===== src/rtl/riscv_pkg.sv =====
// ----------------------------------------------------------------------------
// riscv_pkg
// Shared types and constants for the pipeline hazard logic.
//   hz_state_t    : hazard controller FSM state (RUN, DMEM_WAIT, REDIRECT)
//   STALL_CNT_W   : width of the optional stall-cycle performance counter
//   load_use_hit  : detects a load in ID/EX feeding a source of IF/ID
// ----------------------------------------------------------------------------
package riscv_pkg;

    localparam int STALL_CNT_W = 32;

    typedef enum logic [1:0] {
        RUN       = 2'd0,
        DMEM_WAIT = 2'd1,
        REDIRECT  = 2'd2
    } hz_state_t;

    // x0 is hard-wired to zero, so a load targeting it never creates a
    // real dependency and must not stall the pipeline.
    function automatic logic load_use_hit(
        input logic       mem_read,
        input logic [4:0] rd,
        input logic [4:0] rs1,
        input logic [4:0] rs2
    );
        return mem_read && (rd != 5'd0) && ((rd == rs1) || (rd == rs2));
    endfunction

endpackage


===== src/rtl/hazard_stall_counter.sv =====
// ----------------------------------------------------------------------------
// hazard_stall_counter
// Free-running count of cycles in which the PC was held. Wraps naturally
// from all-ones back to zero.
//   clk     : rising-edge clock
//   reset   : synchronous active-high reset, clears the count
//   stall_i : 1 in every cycle the PC is not written
//   count_o : accumulated stall cycles
// ----------------------------------------------------------------------------
module hazard_stall_counter
    import riscv_pkg::*;
(
    input  logic                   clk,
    input  logic                   reset,
    input  logic                   stall_i,
    output logic [STALL_CNT_W-1:0] count_o
);

    logic [STALL_CNT_W-1:0] cnt_q;
    logic [STALL_CNT_W-1:0] cnt_d;

    assign cnt_d = stall_i ? cnt_q + STALL_CNT_W'(1) : cnt_q;

    // NOTE: state registers use non-blocking (<=) so every flop samples
    // pre-edge values regardless of block evaluation order.
    always_ff @(posedge clk) begin
        if (reset) begin
            cnt_q <= '0;
        end else begin
            cnt_q <= cnt_d;
        end
    end

    assign count_o = cnt_q;

endmodule


===== src/rtl/hazard_controller.sv =====
// ----------------------------------------------------------------------------
// hazard_controller
// Stall/flush control for a 5-stage in-order pipeline. Outputs are
// combinational from the FSM state and the current hazard inputs.
//   clk, reset                 : clock, synchronous active-high reset
//   id_rs1, id_rs2             : IF/ID source registers
//   idex_rd, idex_mem_read     : ID/EX destination and load flag
//   exmem_branch_inst/_taken   : resolved branch at the EX/MEM output
//   exmem_mem_read/_write      : memory access at the EX/MEM output
//   dmem_ready, imem_ready     : memory handshakes
//   *_write_en                 : 0 holds the stage register
//   *_flush                    : 1 loads a bubble into the stage register
//   stall_cycles               : PC-hold cycle count (HAZARD_PERF_CNT_EN only)
// Build option: define HAZARD_PERF_CNT_EN to add the stall_cycles counter.
// ----------------------------------------------------------------------------
module hazard_controller
    import riscv_pkg::*;
(
    input  logic                   clk,
    input  logic                   reset,
    input  logic [4:0]             id_rs1,
    input  logic [4:0]             id_rs2,
    input  logic [4:0]             idex_rd,
    input  logic                   idex_mem_read,
    input  logic                   exmem_branch_inst,
    input  logic                   exmem_branch_taken,
    input  logic                   exmem_mem_read,
    input  logic                   exmem_mem_write,
    input  logic                   dmem_ready,
    input  logic                   imem_ready,
    output logic                   pc_write_en,
    output logic                   ifid_write_en,
    output logic                   idex_write_en,
    output logic                   exmem_write_en,
    output logic                   ifid_flush,
    output logic                   idex_flush,
    output logic                   exmem_flush,
    output logic                   memwb_flush
`ifdef HAZARD_PERF_CNT_EN
    ,
    output logic [STALL_CNT_W-1:0] stall_cycles
`endif
);

    hz_state_t state_q;
    hz_state_t state_d;

    logic branch_taken;
    logic load_use;
    logic dmem_stall;

    assign branch_taken = exmem_branch_inst & exmem_branch_taken;
    assign load_use     = load_use_hit(idex_mem_read, idex_rd, id_rs1, id_rs2);

    // A miss seen in RUN, or any DMEM_WAIT cycle still lacking ready. Once
    // ready arrives in DMEM_WAIT the cycle falls through to the RUN rules.
    assign dmem_stall = ((exmem_mem_read | exmem_mem_write) & ~dmem_ready)
                      | ((state_q == DMEM_WAIT) & ~dmem_ready);

    // NOTE: every output and state_d gets a default first so no path
    // through the block leaves a value unassigned (which would infer a latch).
    always_comb begin
        state_d        = RUN;
        pc_write_en    = 1'b1;
        ifid_write_en  = 1'b1;
        idex_write_en  = 1'b1;
        exmem_write_en = 1'b1;
        ifid_flush     = 1'b0;
        idex_flush     = 1'b0;
        exmem_flush    = 1'b0;
        memwb_flush    = 1'b0;

        if (reset) begin
            ifid_flush  = 1'b1;
            idex_flush  = 1'b1;
            exmem_flush = 1'b1;
            memwb_flush = 1'b1;
        end else if (state_q == REDIRECT) begin
            // Hold the PC and keep discarding the stale fetch until the
            // redirected fetch has been accepted.
            pc_write_en = 1'b0;
            ifid_flush  = 1'b1;
            state_d     = imem_ready ? RUN : REDIRECT;
        end else if (dmem_stall) begin
            // Freeze everything up to EX/MEM (a pending branch stays held
            // in EX/MEM) and drain a bubble into MEM/WB.
            pc_write_en    = 1'b0;
            ifid_write_en  = 1'b0;
            idex_write_en  = 1'b0;
            exmem_write_en = 1'b0;
            memwb_flush    = 1'b1;
            state_d        = DMEM_WAIT;
        end else if (branch_taken) begin
            ifid_flush  = 1'b1;
            idex_flush  = 1'b1;
            exmem_flush = 1'b1;
            state_d     = imem_ready ? RUN : REDIRECT;
        end else if (load_use || !imem_ready) begin
            pc_write_en   = 1'b0;
            ifid_write_en = 1'b0;
            idex_flush    = 1'b1;
        end
    end

    always_ff @(posedge clk) begin
        if (reset) begin
            state_q <= RUN;
        end else begin
            state_q <= state_d;
        end
    end

`ifdef HAZARD_PERF_CNT_EN
    hazard_stall_counter u_stall_cnt (
        .clk     (clk),
        .reset   (reset),
        .stall_i (~pc_write_en),
        .count_o (stall_cycles)
    );
`endif

endmodule


===== config.mk =====
export PLATFORM = sky130hd
export DESIGN_NAME = hazard_controller
export DESIGN_NICKNAME = d
export VERILOG_FILES = /design/src/rtl/riscv_pkg.sv /design/src/rtl/hazard_stall_counter.sv /design/src/rtl/hazard_controller.sv
export SDC_FILE = /design/constraint.sdc
export NUM_CORES = 1
export LEC_CHECK = 0
export BUFFER_PORTS_ARGS = -buffer_cell sky130_fd_sc_hd__buf_2
export CAP_MARGIN = 40
export CORE_AREA = 2 2 39 41
export DETAILED_ROUTE_END_ITERATION = 10
export DIE_AREA = 0 0 41 43
export REMOVE_ABC_BUFFERS = 1
export SYNTH_ARGS = -nofsm -noshare
export SYNTH_HDL_FRONTEND = slang
export SYNTH_SLANG_ARGS = --single-unit

===== constraint.sdc =====
create_clock -name clk -period 2.1 [get_ports clk]
set_clock_uncertainty 0.1 [all_clocks]
set_input_delay 0.42 -clock clk [delete_from_list [all_inputs] [get_ports clk]]
set_output_delay 0.42 -clock clk [all_outputs]
set_load 0.01 [all_outputs]

==> key figures, run 1 <==
Finish
  – Share of cells above drive strength 1: around 51%
  – Top flop regs: state_q (2)
  – # nets final: 110
  – FF/Latch Area: around 40 um^2
  – FILL cells: 151
  – Finished Cell Area: ~590 um^2
  – Number of antenna diodes: 0
  – Largest Register: state_q
  – Area taken by multi-input logic gates: 312.8 um^2
  – Area delta synth->final: 57.52%
  – Max reg flops: 2
  – Fin cells: 100

Yosys
  – Yosys cell types: 24
  – Post-synthesis cell count: 50
  – Synth Area per Inst: 7.482 um^2
  – Top cell type by total area after synthesis: xnor2_1
  – Largest family of logic cells by synthesized area: simple AND/OR/NAND/NOR gates
  – XOR/XNOR Fraction of Synth Area: approximately a quarter
  – Post-synthesis sequential area ratio: 10.70%
  – Main synth FF type: dfxtp_1
  – Mapped cell area: approximately 370 um^2
  – Synth Area in Compound Gates: 28.43%
  – Synth async-reset ratio: 0%
  – Post-synthesis adder-cell area fraction: 0%
  – Count of state elements after synthesis: 2
  – Synth top area share: a little under a quarter
  – Number of synthesized flops with an enable pin: 0
  – Synthesis Warnings: 0
  – Mux cell area share after synthesis: 0%
  – Area contributors post-synth: xnor2_1 23%, dfxtp_1 11%, a21o_1 6.0%, nand2_1 6.0%, o21ai_4 4.3%
  – Post-Synth Simple-Gate Area: about 31%

Worst hold path
  – Hold endpoint: state_q[1]
  – Hold Path Origin: imem_ready
  – Hold crit path type: in -> reg
  – Hold depth: 2

CTS
  – Clock tree from TritonCTS: yes
  – Clock sinks: 2
  – Total CTS buffers: 3
  – Setup bufs post-CTS: 0
  – Skew-Pair Late Insertion Delay: about 0.22 ns
  – CTS H-Tree Depth: 1
  – CTS hold repair buffers: 0
  – Maximum clock path buffer count: 2
  – Clock Pin Slew Worst Setup and Hold Paths: approximately 0.03 ns
  – Root Driver: clkbuf_4

Worst setup path
  – Critical path endpoint category: output port
  – Worst Path Buf+Inv: 2
  – Crit-path cells: buf_6, or4_4, o21ai_4, nor3_2, a211oi_2, buf_2
  – CP peak stage delay: 0.54 ns
  – Required time of the critical path: roughly 1.6 ns
  – Peak fanout along the critical path: 3
  – R2R Setup Slk: ~0.96 ns
  – Reg2Reg Launch Point: state_q[0]
  – Worst Path Arrival: between 1.5 and 2 ns
  – Setup CP Type: in -> out
  – CP startpoint kind: input pin
  – Critical path's top delay family: simple AND/OR/NAND/NOR gates
  – Slowest stage cell, crit path: or4_4
  – Worst r2r dst: state_q[0]
  – Reg2reg path depth: 3

Routing
  – Iteration-0 DRC Markers: 1
  – Via count of the routed design: about 460
  – Drt pass-1 iters: 2
  – Wire per inst: around 9.8 um
  – Drt drc: 0
  – Final WL: between 900 and 1000 um
  – Via density: roughly 4.6
  – DRT antenna net count: 0

GRT
  – Vias in the first global route: slightly above 400
  – Largest net degree at the start of global routing: 10
  – GRT Util Overall: 11.69%
  – Initial antenna violation count: 0
  – First-pass GRT wire length: roughly 1400 um
  – Gr ovfl total: 0

Timing
  – Pins over their slew limit: 0
  – F_max: 0.4704 GHz
  – Worst slew pin tran: roughly 0.32 ns
  – Final Hold Vio Count: 0
  – RSZ-0062 raised after global routing: yes
  – Min Clock Period, post-route: between 2 and 2.5 ns
  – Period utilisation layout: 101.2%
  – Final setup viols: 1
  – Final worst slack: -0.02581 ns
  – Slew Limit Headroom: 78.89%

Placed design
  – Gp weighted congestion: between 0.7 and 0.8
  – Cells after DPL: 97
  – Number of port buffers: 31
  – Placed cell area: 551.8 um^2
  – DP HPWL: slightly above 800 um

Power
  – Pwr Density: 403.6 nW/um^2
  – Part of the power in combinational logic: 47.2%
  – Max IR drop VDD: 0.1109 mV
  – Int Power: ~0.00016 W
  – Sw Ratio: about 31%
  – Lkg Pwr: 0.2689 nW
  – Clock power frac: between 30% and 40%
  – Sequential fraction of design power: between 10% and 20%
  – Switch Pwr: about 0.000074 W

Floorplanning
  – Core footprint: between 1000 and 1500 um^2
  – Rows: 14
  – Die Span X: slightly above 40 um
  – Top-Level Pins: 32
  – Die H: between 40 and 50 um
  – Die footprint: ~1800 um^2
  – Initial Util: between 20% and 30%

Run
  – Max cap viols: 0

Run status
  – Status: finished with violations
  – Failing checks: setup timing
[cell usage in the layout, fill, tap and decap left out]
cell type / n
o21ai_4: 1
clkbuf_4: 3
nor2b_1: 1
inv_2: 1
o21a_1: 1
nand3_1: 3
dfxtp_1: 2
buf_2: 29
nor2b_2: 1
nor3_1: 1
o211a_1: 1
and2_1: 2
a211oi_1: 1
or4_4: 1
o22ai_1: 1
a31o_1: 1
xnor2_1: 10
a21o_1: 3
a211oi_2: 1
nor3_2: 1
nor3b_1: 1
buf_6: 2
a21oi_1: 3
buf_4: 3
nand2_1: 6
nand2b_1: 2
nor2_1: 2
[per-layer routing]
| metal | wire length, um | global-route usage (%) |
|---|---|---|
| met3 | 66 | 1.571 |
| met1 | 387 | 11.08 |
| met5 | 0 | 0 |
| met4 | 0 | 8.000 |
| met2 | 529 | 20.94 |
[worst max-delay path by stage]
stage,slack (ns),cells after the start,endpoint,start
floorplan,0.15,4,pc_write_en,idex_rd[1]
global placement,-0.06,6,pc_write_en,idex_rd[1]
detailed placement,-0.07,6,pc_write_en,idex_rd[1]
CTS,-0.05,6,pc_write_en,idex_rd[3]
global route,-0.08,6,pc_write_en,idex_rd[3]
finish,-0.03,6,pc_write_en,idex_rd[3]
[logic make-up (layout without fill, tap and decap cells)]
logic type | count (synthesis) | in the layout
compound gates | 13 | 13
buf+inv | 4 | 38
simple gates | 21 | 21
xor+xnor | 10 | 10
flops | 2 | 2
[what timing repair did]
action,in CTS,in global routing
resized for setup,1,2
setup endpoints to repair,2,3
pin swaps,6,1
[stage by stage]
step | total power (W) | hold slack (ns) | util (%) | worst slack, ns | TNS [ns]
3_5_place_dp | 0.0001519 | 0.5179 | 39.87 | -0.06591 | -0.09101
4_1_cts | 0.0002444 | 0.3041 | 41.95 | -0.05207 | -0.06775
2_1_floorplan | 0.00009921 | 0.3928 | - | 0.1452 | 0
5_1_grt | 0.0002579 | 0.3239 | 42.59 | -0.08114 | -0.1376
3_3_place_gp | 0.0001509 | 0.5037 | 39.87 | -0.05567 | -0.06942
6_report | 0.0002378 | 0.3122 | 42.59 | -0.02581 | -0.02581
[synthesized netlist by cell type (all sizes together) (2+ instances only)]
cell / count
and2: 2
nand2: 6
dfxtp: 2
nor2: 2
xnor2: 10
nand2b: 2
a21oi: 3
buf: 3
a211oi: 2
nor3: 2
nand3: 3
a21o: 3
nor2b: 2
[layout make-up]
type / count / area share, %
repair buffers: 34 / 32.27
flip-flops and latches: 2 / 6.794
clock buffers: 3 / 3.822
multi-input cells: 44 / 53.08
well taps: 16 / 3.397
inverters: 1 / 0.6369
[power by group through the flow]
stage	Clock [W]	Combinational, W	Sequential, W
detailed placement	0	0.000111	0.0000412
global route	0.0000925	0.000125	0.0000409
global placement	0	0.000110	0.0000410
CTS	0.0000914	0.000112	0.0000407
finish	0.0000848	0.000112	0.0000406
floorplan	0	0.0000582	0.0000410
Power figures use the tool's default switching activity.
==> inputs of run 2 (changes only) <==
--- a/config.mk
+++ b/config.mk
@@ -7,9 +7,9 @@
 export LEC_CHECK = 0
 export BUFFER_PORTS_ARGS = -buffer_cell sky130_fd_sc_hd__buf_2
 export CAP_MARGIN = 40
-export CORE_AREA = 2 2 39 41
+export CORE_AREA = 10 10 47 49
 export DETAILED_ROUTE_END_ITERATION = 10
-export DIE_AREA = 0 0 41 43
+export DIE_AREA = 0 0 57 59
 export REMOVE_ABC_BUFFERS = 1
 export SYNTH_ARGS = -nofsm -noshare
 export SYNTH_HDL_FRONTEND = slang
==> constraint.sdc (replaced) <==
create_clock -name clk -period 2.41 [get_ports clk]
set_clock_uncertainty 0.1 [all_clocks]
set_input_delay 0.482 -clock clk [delete_from_list [all_inputs] [get_ports clk]]
set_output_delay 0.482 -clock clk [all_outputs]
set_load 0.01 [all_outputs]
==> key figures, run 2 (synthesis gave the netlist of run 1 again) <==
Routing
  – Final WL: about 1100 um
  – Drt pass-1 iters: 3
  – Drt drc: 0
  – Iteration-0 DRC Markers: 1
  – Via count of the routed design: around 440
  – Wire per inst: approximately 12 um
  – Via density: 4.526
  – DRT antenna net count: 0

Worst hold path
  – Hold crit path type: in -> reg
  – Hold depth: 2
  – Hold endpoint: state_q[1]
  – Hold Path Origin: imem_ready

Timing
  – F_max: 0.4335 GHz
  – Worst slew pin tran: 0.3015 ns
  – Final worst slack: a little over 0.1 ns
  – Period utilisation layout: a little over nine tenths
  – Pins over their slew limit: 0
  – Min Clock Period, post-route: roughly 2.3 ns
  – Slew Limit Headroom: between 70% and 80%
  – RSZ-0062 raised after global routing: no
  – Final Hold Vio Count: 0
  – Setup Total Neg Slack: 0 ns
  – Final setup viols: 0

Floorplanning
  – Rows: 14
  – Top-Level Pins: 32
  – Die footprint: roughly 3400 um^2
  – Core footprint: 1401 um^2
  – Die H: around 59 um
  – Initial Util: 26.70%
  – Die Span X: between 50 and 60 um

CTS
  – Root Driver: clkbuf_4
  – CTS H-Tree Depth: 1
  – Total CTS buffers: 3
  – Clock Pin Slew Worst Setup and Hold Paths: ~0.030 ns
  – CTS hold repair buffers: 0
  – Maximum clock path buffer count: 2
  – CTS resizes: 0
  – Clock sinks: 2
  – Skew-Pair Late Insertion Delay: 0.22 ns
  – Clock tree from TritonCTS: yes
  – Setup bufs post-CTS: 0

Finish
  – Area taken by multi-input logic gates: slightly above 300 um^2
  – Largest Register: state_q
  – Area delta synth->final: 47.49%
  – FF/Latch Area: between 40 and 50 um^2
  – Number of antenna diodes: 0
  – FILL cells: approximately 160
  – Max reg flops: 2
  – # nets final: between 100 and 150
  – Share of cells above drive strength 1: between 40% and 50%
  – Most frequent cells in the layout: 31 x buf_2, 10 x xnor2_1, 6 x nand2_1
  – Commonest non-fill, non-tap cell in the layout: buf_2
  – Final Util: between 30 and 40%
  – Top flop regs: state_q (2)
  – Finished Cell Area: 551.8 um^2

GRT
  – Initial antenna violation count: 0
  – First-pass GRT wire length: between 1500 and 2000 um
  – Largest net degree at the start of global routing: 10
  – GRT Util Overall: 6.574%
  – Gr ovfl total: 0
  – Vias in the first global route: ~490

Placed design
  – Number of port buffers: 31
  – Gp weighted congestion: between 0.7 and 0.8
  – DP HPWL: a little over 1000 um
  – Place WS: around 0.091 ns
  – Placed cell area: between 500 and 600 um^2

Worst setup path
  – Peak fanout along the critical path: 3
  – Reg2Reg Launch Point: state_q[0]
  – Required time of the critical path: 1.83 ns
  – Setup CP Type: in -> out
  – CP startpoint kind: input pin
  – Critical path endpoint category: output port
  – Reg2reg path depth: 3
  – Worst r2r dst: state_q[0]
  – Worst Path Arrival: 1.73 ns
  – R2R Setup Slk: 1.29 ns

Power
  – Max IR drop VDD: 0.09978 mV
  – Total Power: approximately 0.0002 W
  – Pwr Density: between 300 and 400 nW/um^2
  – Lkg Pwr: 0.2483 nW

Run status
  – Status: finished, final reports clean

Run
  – Max cap viols: 0
## run 2: changes by cell type in the layout (fill, tap and decap cells not counted)
cell     previous run  this run
buf_6               2         0
nor2b_1             1         2
buf_4               3         0
buf_2              29        31
nor2b_2             1         0
## run 2: worst max-delay path by stage
stage	start	end	cells past startpoint
6_report	idex_rd[1]	pc_write_en	6
5_1_grt	idex_rd[1]	pc_write_en	6
3_5_place_dp	idex_rd[1]	pc_write_en	6
4_1_cts	idex_rd[1]	pc_write_en	6
3_3_place_gp	idex_rd[1]	pc_write_en	6
2_1_floorplan	idex_rd[1]	pc_write_en	4
## run 2: final cells by class
class / instances / share of cell area (%)
clock buffer: 3 / 4.082
multi-input combinational: 44 / 56.24
tap: 16 / 3.628
inverter: 1 / 0.6803
timing repair buffer: 31 / 28.12
sequential: 2 / 7.256
## run 2: power by group
part	switching [W]	internal, W	total [W]	leakage (nW)
registers	0.000000524	0.0000349	0.0000354	0.0164
logic	0.0000444	0.0000474	0.0000918	0.218
clock network	0.0000196	0.0000550	0.0000745	0.0138
total	0.0000645	0.000137	0.000202	0.248
## run 2: per-stage QoR
step	hold slack, ns	std cells
6_report	0.3731	97
4_1_cts	0.3587	97
3_5_place_dp	0.5018	94
3_3_place_gp	0.5039	94
5_1_grt	0.3763	97
2_1_floorplan	0.4483	47
## run 2: layer usage
| layer | wire length (um) | share of wire (%) | GRT usage (%) | vias to the layer above |
|---|---|---|---|---|
| li1 | - | - | - | 234 |
| met1 | 462 | 40 | 6.548 | 182 |
| met2 | 513 | 45 | 10.23 | 23 |
| met3 | 164 | 14 | 4.077 | 0 |
| met4 | 0 | 0 | 4.027 | 0 |
| met5 | 0 | 0 | 0 | - |
## run 2: worst max-delay path, cell delays in order
cell and delay [ns]:
buf_2 0.12, or4_4 0.54, o21ai_4 0.16, nor3_2 0.06, a211oi_2 0.20, buf_2 0.16
==> inputs of run 3 (changes only) <==
--- a/config.mk
+++ b/config.mk
@@ -5,7 +5,7 @@
 export SDC_FILE = /design/constraint.sdc
 export NUM_CORES = 1
 export LEC_CHECK = 0
-export BUFFER_PORTS_ARGS = -buffer_cell sky130_fd_sc_hd__buf_2
+export BUFFER_PORTS_ARGS = -buffer_cell sky130_fd_sc_hd__clkbuf_2
 export CAP_MARGIN = 40
 export CORE_AREA = 10 10 47 49
 export DETAILED_ROUTE_END_ITERATION = 10
==> key figures, run 3 (synthesis gave the netlist of run 1 again) <==
Routing
  – Drt pass-1 iters: 2
  – Via count of the routed design: 453
  – Final WL: 1148 um
  – DRT antenna net count: 0
  – Via density: approximately 4.7
  – Wire per inst: between 10 and 15 um
  – Iteration-0 DRC Markers: 6
  – Drt drc: 0

CTS
  – CTS hold repair buffers: 0
  – Clock tree from TritonCTS: yes
  – Setup bufs post-CTS: 0
  – CTS resizes: 0
  – Clock Pin Slew Worst Setup and Hold Paths: 0.03 ns
  – CTS H-Tree Depth: 1
  – Root Driver: clkbuf_4
  – Maximum clock path buffer count: 2
  – Skew-Pair Late Insertion Delay: about 0.22 ns
  – Clock sinks: 2
  – Total CTS buffers: 3

Timing
  – Final setup viols: 0
  – F_max: 0.4340 GHz
  – Pins over their slew limit: 0
  – Period utilisation layout: 95.60%
  – Min Clock Period, post-route: ~2.3 ns
  – RSZ-0062 raised after global routing: no
  – Worst hold margin: between 0.3 and 0.4 ns
  – Slew Limit Headroom: about 79%
  – Setup Total Neg Slack: 0 ns
  – Worst slew pin tran: 0.3078 ns
  – Final worst slack: between 0.1 and 0.15 ns
  – Final Hold Vio Count: 0

Floorplanning
  – Die Span X: between 50 and 60 um
  – Die footprint: about 3400 um^2
  – Initial Util: roughly a quarter
  – Rows: 14
  – Core footprint: about 1400 um^2
  – Top-Level Pins: 32
  – Die H: 59 um

Run
  – Max cap viols: 0

Worst setup path
  – Slowest stage cell, crit path: or4_4
  – Reg2reg path depth: 3
  – Peak fanout along the critical path: 3
  – CP peak stage delay: roughly 0.55 ns
  – Critical path endpoint category: output port
  – Setup CP Type: in -> out
  – Crit-path cells: clkbuf_2, or4_4, o21ai_4, nor3_2, a211oi_2, clkbuf_2
  – Worst Path Arrival: 1.72 ns
  – Worst r2r dst: state_q[0]
  – R2R Setup Slk: about 1.3 ns
  – Reg2Reg Launch Point: state_q[0]
  – Crit-path most repeated cell: clkbuf_2
  – CP startpoint kind: input pin
  – Required time of the critical path: roughly 1.8 ns

Power
  – Sw Ratio: between 30% and 40%
  – Pwr Density: 363.4 nW/um^2
  – Switch Pwr: between 0.00006 and 0.00007 W
  – Clock power frac: 36.6%
  – Max IR drop VDD: 0.09514 mV
  – Lkg Pwr: around 0.26 nW
  – Sequential fraction of design power: about 18%
  – Int Power: 0.0001369 W
  – Part of the power in combinational logic: 45.7%

Placed design
  – Number of port buffers: 31
  – Gp weighted congestion: slightly below 0.8
  – Place WS: about 0.096 ns
  – DP HPWL: between 1000 and 1500 um

Worst hold path
  – Hold crit path type: in -> reg
  – Hold Path Origin: imem_ready
  – Hold depth: 2
  – Hold endpoint: state_q[1]

GRT
  – Vias in the first global route: 470
  – GRT Util Overall: under 10%
  – Initial antenna violation count: 0
  – Gr ovfl total: 0
  – First-pass GRT wire length: between 1500 and 2000 um
  – Largest net degree at the start of global routing: 10

Run status
  – Status: finished, final reports clean

Finish
  – Number of antenna diodes: 0
  – FILL cells: between 150 and 200
  – Commonest non-fill, non-tap cell in the layout: clkbuf_2
  – Final Util: 39.38%
  – Top flop regs: state_q (2)
  – Area delta synth->final: 47.49%
  – Share of cells above drive strength 1: 48.15%
  – Most frequent cells in the layout: 31 x clkbuf_2, 10 x xnor2_1, 6 x nand2_1
  – Max reg flops: 2
  – Largest Register: state_q
  – # nets final: 107
[run 3: changes by cell type in the layout (fill, tap and decap cells not counted), sizes merged]
cell / delta
buf: -31
clkbuf: +31
[run 3: power by group through the flow]
stage / clock network, W / logic, W / registers (W)
after floorplan: 0 / 0.0000507 / 0.0000357
after global placement: 0 / 0.0000933 / 0.0000358
after detailed placement: 0 / 0.0000936 / 0.0000358
after CTS: 0.0000786 / 0.0000940 / 0.0000354
after global routing: 0.0000815 / 0.000102 / 0.0000354
final: 0.0000735 / 0.0000916 / 0.0000354
[run 3: how the worst max path moves through the flow]
stage	slack [ns]	endpoint	startpoint	cells past startpoint
global placement	0.11	pc_write_en	idex_rd[1]	6
detailed placement	0.1	pc_write_en	idex_rd[1]	6
floorplan	0.33	pc_write_en	idex_rd[1]	4
global route	0.05	pc_write_en	idex_rd[1]	6
CTS	0.09	pc_write_en	idex_rd[1]	6
finish	0.11	pc_write_en	idex_rd[1]	6
[run 3: cell type report]
type	instances	area, um^2	share of cell area [%]
Tap cell	16	20.02	3.628
Multi-Input combinational cell	44	310.3	56.24
Sequential cell	2	40.04	7.256
Clock buffer	3	22.52	4.082
Inverter	1	3.754	0.6803
Timing Repair Buffer	31	155.1	28.12
[run 3: critical path: cells and delay by family]
| family | cells | cell delay, ns |
|---|---|---|
| AO/OA/AOI/OAI | 2 | 0.36 |
| buffers and inverters | 2 | 0.27 |
| AND/OR/NAND/NOR | 2 | 0.61 |
[run 3: metrics by stage]
step / power [W] / cells / area [um^2]
floorplan: 0.00008645 / 47 / 354.1
finish: 0.0002005 / 97 / 551.8
CTS: 0.0002080 / 97 / 551.8
global route: 0.0002185 / 97 / 551.8
detailed placement: 0.0001294 / 94 / 529.3
global placement: 0.0001290 / 94 / 529.3
[run 3: per-layer routing]
layer  global-route usage [%]  wire length (um)  up-vias
met3                    5.579               195        2
met2                    10.54               532       23
met4                    4.027                 8        0
met5                        0                 0        -
li1                         -                 -      234
met1                    6.205               411      194
